**src/rtl/ov7670_reg_conf_seq.sv**
```systemverilog
// rtl/ov7670_reg_conf_seq.sv - OV7670 register table sequencer feeding i2c_sender
// Walks a fixed {addr,data} table, paces SCCB writes, idles after COM7 reset, flags done/stall.
module ov7670_reg_conf_seq #(
    parameter logic [7:0]  DEV_ID        = 8'h42,
    parameter logic [15:0] XFER_WAIT     = 16'd9000,
    parameter logic [19:0] RESET_DELAY   = 20'd50000,
    parameter logic [15:0] TOKEN_TIMEOUT = 16'd16384
) (
    input  logic       ov7670_clk50,
    input  logic       reg_conf_rst,
    input  logic       restart,
    input  logic       i2c_token,
    output logic       i2c_send,
    output logic [7:0] id,
    output logic [7:0] reg_addr,
    output logic [7:0] reg_data,
    output logic       conf_done,
    output logic       conf_err
);

    typedef enum logic [2:0] {
        IDLE,
        LOAD,
        SEND,
        WAIT_XFER,
        DELAY,
        DONE,
        ERROR
    } state_t;

    localparam logic [15:0] ENTRY_DELAY = 16'hF0F0;
    localparam logic [15:0] ENTRY_END   = 16'hFFFF;
    localparam logic [19:0] XFER_LAST   = {4'd0, XFER_WAIT} - 20'd1;
    localparam logic [19:0] DELAY_LAST  = RESET_DELAY - 20'd1;
    localparam logic [19:0] TOKEN_LAST  = {4'd0, TOKEN_TIMEOUT} - 20'd1;

    state_t      state;
    logic [5:0]  idx;
    logic [19:0] cnt;
    logic [15:0] entry;
    logic [19:0] hold_last;

    assign id = DEV_ID;

    // Unlisted slots read as the end marker so a short table terminates cleanly.
    always_comb begin
        entry = ENTRY_END;
        case (idx)
            6'd0:    entry = 16'h1280;
            6'd1:    entry = ENTRY_DELAY;
            6'd2:    entry = 16'h1204;
            6'd3:    entry = 16'h1180;
            6'd4:    entry = 16'h0C00;
            6'd5:    entry = 16'h3E00;
            6'd6:    entry = 16'h40D0;
            6'd7:    entry = 16'h8C00;
            default: entry = ENTRY_END;
        endcase
    end

    assign hold_last = (state == DELAY) ? DELAY_LAST : XFER_LAST;

    always_ff @(posedge ov7670_clk50 or posedge reg_conf_rst) begin
        if (reg_conf_rst) begin
            state     <= IDLE;
            idx       <= 6'd0;
            cnt       <= 20'd0;
            i2c_send  <= 1'b0;
            reg_addr  <= 8'd0;
            reg_data  <= 8'd0;
            conf_done <= 1'b0;
            conf_err  <= 1'b0;
        end else begin
            case (state)
                IDLE: state <= LOAD;
                LOAD: begin
                    reg_addr <= entry[15:8];
                    reg_data <= entry[7:0];
                    cnt      <= 20'd0;
                    if (entry == ENTRY_END) begin
                        state     <= DONE;
                        conf_done <= 1'b1;
                    end else if (entry == ENTRY_DELAY) begin
                        state <= DELAY;
                    end else begin
                        state    <= SEND;
                        i2c_send <= 1'b1;
                    end
                end
                SEND: begin
                    // Dropping send on the token edge keeps the sender from accepting twice.
                    if (i2c_token) begin
                        i2c_send <= 1'b0;
                        cnt      <= 20'd0;
                        state    <= WAIT_XFER;
                    end else if (cnt == TOKEN_LAST) begin
                        i2c_send  <= 1'b0;
                        conf_err  <= 1'b1;
                        conf_done <= 1'b0;
                        state     <= ERROR;
                    end else begin
                        cnt <= cnt + 20'd1;
                    end
                end
                WAIT_XFER, DELAY: begin
                    if (cnt == hold_last) begin
                        if (idx == 6'd63) begin
                            conf_done <= 1'b1;
                            state     <= DONE;
                        end else begin
                            idx   <= idx + 6'd1;
                            state <= LOAD;
                        end
                    end else begin
                        cnt <= cnt + 20'd1;
                    end
                end
                DONE, ERROR: begin
                    if (restart) begin
                        conf_done <= 1'b0;
                        conf_err  <= 1'b0;
                        idx       <= 6'd0;
                        state     <= LOAD;
                    end
                end
                default: state <= IDLE;
            endcase
        end
    end

endmodule
```
**config.mk**
```make
export PLATFORM = sky130hd
export DESIGN_NAME = ov7670_reg_conf_seq
export DESIGN_NICKNAME = d
export VERILOG_FILES = /design/src/rtl/ov7670_reg_conf_seq.sv
export SDC_FILE = /design/constraint.sdc
export NUM_CORES = 1
export LEC_CHECK = 0
export ABC_AREA = 0
export BUFFER_PORTS_ARGS = -buffer_cell sky130_fd_sc_hd__clkbuf_2
export CAP_MARGIN = 20
export CORE_ASPECT_RATIO = 1.5
export CORE_MARGIN = 2
export CORE_UTILIZATION = 53
export DETAILED_ROUTE_END_ITERATION = 16
export PLACE_DENSITY = 0.76
export SETUP_SLACK_MARGIN = 0.4
export SLEW_MARGIN = 20
export SYNTH_ARGS = -nofsm -noshare
export SYNTH_HDL_FRONTEND = slang
export SYNTH_SLANG_ARGS = --single-unit
```
**constraint.sdc**
```tcl
create_clock -name ov7670_clk50 -period 2.2 [get_ports ov7670_clk50]
set_clock_uncertainty 0.2 [all_clocks]
set_input_delay 0.22 -clock ov7670_clk50 [delete_from_list [all_inputs] [get_ports ov7670_clk50]]
set_output_delay 0.22 -clock ov7670_clk50 [all_outputs]
set_load 0.02 [all_outputs]
```
==> impl_metrics.toml <==
[power]
seq_power_share_pct = 49.1
vdd_drop_max_mv = 0.360
power-per-cell-area_nw_per_um2 = 390
p_clk_share_pct = 48.4
p_switching_mw = 0.357
p_leak_nw = 1.89
switching_share_pct = 22.2
internal-power_mw = 1.25
comb_power_share_pct = 2.5

[sta]
setup_viol = 19
min_period_ns = 2.29
hold_viol_final = 0
final-max-slew-violation-count = 0
timing.final.crit_share_pct = 104
slew-limit-headroom_pct = 46.9
rsz0062_at_grt = "true"
clock.fmax_ghz = 0.437
setup_ws_ns = -0.0872
worstMarginPinSlew_ns = 0.791

[global_route]
grt_first_pass_wirelength_microns = 13600
track_usage_pct = 30.4
grt_pass1_vias = 2920
grt_max_degree = 26
overflow = 0
antenna_found_initial = 0

[job]
maxCapViolations = 0

[placement]
placed_cell_area_sq_um = 3270
gp_congestion = 0.864
numPortBuffers = 22
detailed_place_hpwl_microns = 5020
post-place-ws_ns = -0.0919

[logic_synthesis]
synthArstFlopShare_pct = 100
yosys.area.top_type_share_pct = 39.8
ys_ff_latch = 43
synth_edf_count = 0
synth_cells = 306
synthTopCellsByArea = "dfrtp_1 40%, o21ai_0 5.2%, nor2_1 4.2%"
yosys.area.top_type = "dfrtp_1"
ys_seq_area_share_pct = 39.8
synthDistinctLibCells = 54
yosys_most_used_dff = "dfrtp_1"
syn_area_per_cell_sq_um = 8.83
netlist_area_sq_um = 2700
synth_warnings = 0

[die]
core_area_sq_um = 4890
io_pins = 31
fp.dieW_microns = 62.3
rows = 31
dieArea_sq_um = 5700
start_util_pct = 55.3
die_h_microns = 91.5

[detailed_routing]
via_count = 3038
ant_nets = 0
wl_microns = 10200
remaining_drc_errors = 0
wl_per_cell_microns = 21.7
drt_first_pass_iters = 5
drtIter0Drc = 287
vias_per_cell = 6.44

[clocking]
cts_root_buf = "clkbuf_8"
cts_buffers = 5
cts_max_level = 2
insertion_delay_ns = 0.32
clkTransAtPathRegs_ns = 0.09
cts_sinks = 43
cts_tree = "done"
cts_max_path_buffers = 2

[final_layout]
final_area_sq_um = 4120
postLayoutCoreUtil_pct = 84.4
antennaDiodeCount = 0
nNetsFinal = 416
drive_gt1_share_pct = 50.2
area_growth_pct = 52.5
fillers = 242

[run_status]
violations = "setup timing"
status = "finished with violations"

[critical_path]
arrival_ns = 2.28
endpoint_kind = "register"
crit_path_start_kind = "register"
path_max_fanout = 7
critPathKind = "reg -> reg"
slowest_stage = "dfrtp_1"
critPathTopFamily = "simple AND/OR/NAND/NOR gates"
cp_common_cell = "buf_4"
max_stage_delay_ns = 0.41
worst_ep_required_time_ns = 2.19
crit_buf_inv = 2
path_cells = "nor4_1 -> buf_4 -> buf_4 -> nand3_2 -> nand2b_4 -> a22oi_4 -> or2_4 -> o41ai_4"

[min_path]
hold_class = "in -> reg"
## worst reg2reg max path, cell delays in order, from the launching register on
cell and delay [ns]:
dfrtp_1 0.41, nor4_1 0.35, buf_4 0.19, buf_4 0.12, nand3_2 0.08, nand2b_4 0.17
a22oi_4 0.25, or2_4 0.30, o41ai_4 0.09
## final cells by class
class	count	area (sq um)	area share, %
sequential	43	1080	26.2
multi-input combinational	232	1910	46.4
clock buffer	5	68.8	1.67
clock inverter	3	67.6	1.64
tap	66	82.6	2.00
inverter	8	30.0	0.728
timing repair buffer	115	883	21.4
## synth_stat cells (3+ instances only)
cell type / count
clkbuf_1: 12
a21oi_1: 18
nor4b_1: 3
nor3_1: 8
a31oi_1: 8
o41ai_1: 4
or3_1: 3
o31ai_1: 3
nor2b_1: 8
nor2_1: 30
ha_1: 7
nor4_1: 3
o21ai_0: 28
nand2_1: 25
buf_4: 14
nand2b_1: 7
nand4_1: 4
inv_1: 8
dfrtp_1: 43
nand3_1: 11
o31ai_2: 9
o22a_1: 5
and3_1: 3
## cell families after synthesis
logic type	count (synthesis)	share of synthesized area [%]
other	2	0.278
multiplexers	2	0.741
XOR/XNOR	2	0.648
flip-flops	43	39.8
adder cells (fa/ha/maj)	7	3.24
buffers and inverters	38	7.87
AND/OR/NAND/NOR	119	23.2
AO/OA/AOI/OAI	93	24.2
## sequential cells by signal, indices dropped and copies added, names as in the netlist
name	count
cnt	20
reg_addr	7
idx	6
reg_data	4
state	3
conf_done	1
conf_err	1
i2c_send	1
## timing repair
| action | 4_1_cts | 5_1_grt |
|---|---|---|
| cloned | 2 | 0 |
| resized for setup | 76 | 41 |
| endpoints found under the hold margin | 18 | 0 |
| setup endpoints to repair | 36 | 43 |
| buffers inserted | 19 | 11 |
| pin swaps | 36 | 14 |
| hold buffers | 1 | 0 |
## per-layer routing
metal | wire, microns | global-route usage, % | part of all wire [%] | vias to the layer above
met4 | 765 | 24.8 | 7.5 | 0
met1 | 3370 | 28.0 | 33 | 1444
met2 | 5370 | 56.4 | 52 | 217
li1 | - | - | - | 1288
met5 | 0 | 0 | 0 | -
met3 | 736 | 6.32 | 7.2 | 89
## power by group through the flow
stage,logic [mW],clock network (mW),registers (mW)
2_1_floorplan,0.0352,0,0.805
3_3_place_gp,0.0379,0,0.805
3_5_place_dp,0.0386,0,0.805
4_1_cts,0.0404,0.763,0.790
5_1_grt,0.0449,0.802,0.790
6_report,0.0404,0.777,0.790
## layout by cell type (no fill, tap or decap), drive strengths merged, types with 7 or more instances in the layout
| cell type | synthesis | final |
|---|---|---|
| nand2b | 7 | 7 |
| nand3 | 12 | 12 |
| a21oi | 18 | 18 |
| ha | 7 | 7 |
| nor2 | 30 | 30 |
| nor3 | 8 | 8 |
| a31oi | 8 | 8 |
| buf | 18 | 92 |
| conb | 2 | 8 |
| clkbuf | 12 | 27 |
| o31ai | 12 | 12 |
| nor2b | 8 | 8 |
| dfrtp | 43 | 43 |
| o21ai | 29 | 29 |
| inv | 8 | 7 |
| nand2 | 25 | 25 |
## final timing paths
kind / from / endpoint / slack, ns / cells past startpoint
setup / recovery: cnt[18] / cnt[7] / -0.09 / 8
setup reg to reg: cnt[18] / cnt[7] / -0.09 / 8
max in group asynchronous: reg_conf_rst / idx[0] / 0.98 / 4
min in group asynchronous: reg_conf_rst / reg_addr[1] / 0.27 / 3
hold reg to reg: conf_err / conf_err / 0.29 / 2
hold / removal: restart / conf_err / 0.07 / 4
## metrics by stage
stage	setup TNS, ns	instances	hold slack, ns	power (mW)
detailed placement	-1.24	431	0.0677	0.844
finish	-0.810	472	0.0749	1.61
global route	-1.37	472	0.0732	1.64
CTS	-0.00266	461	0.0552	1.59
floorplan	0	312	0.191	0.841
global placement	-0.216	431	0.0585	0.843
Power figures use the tool's default switching activity.
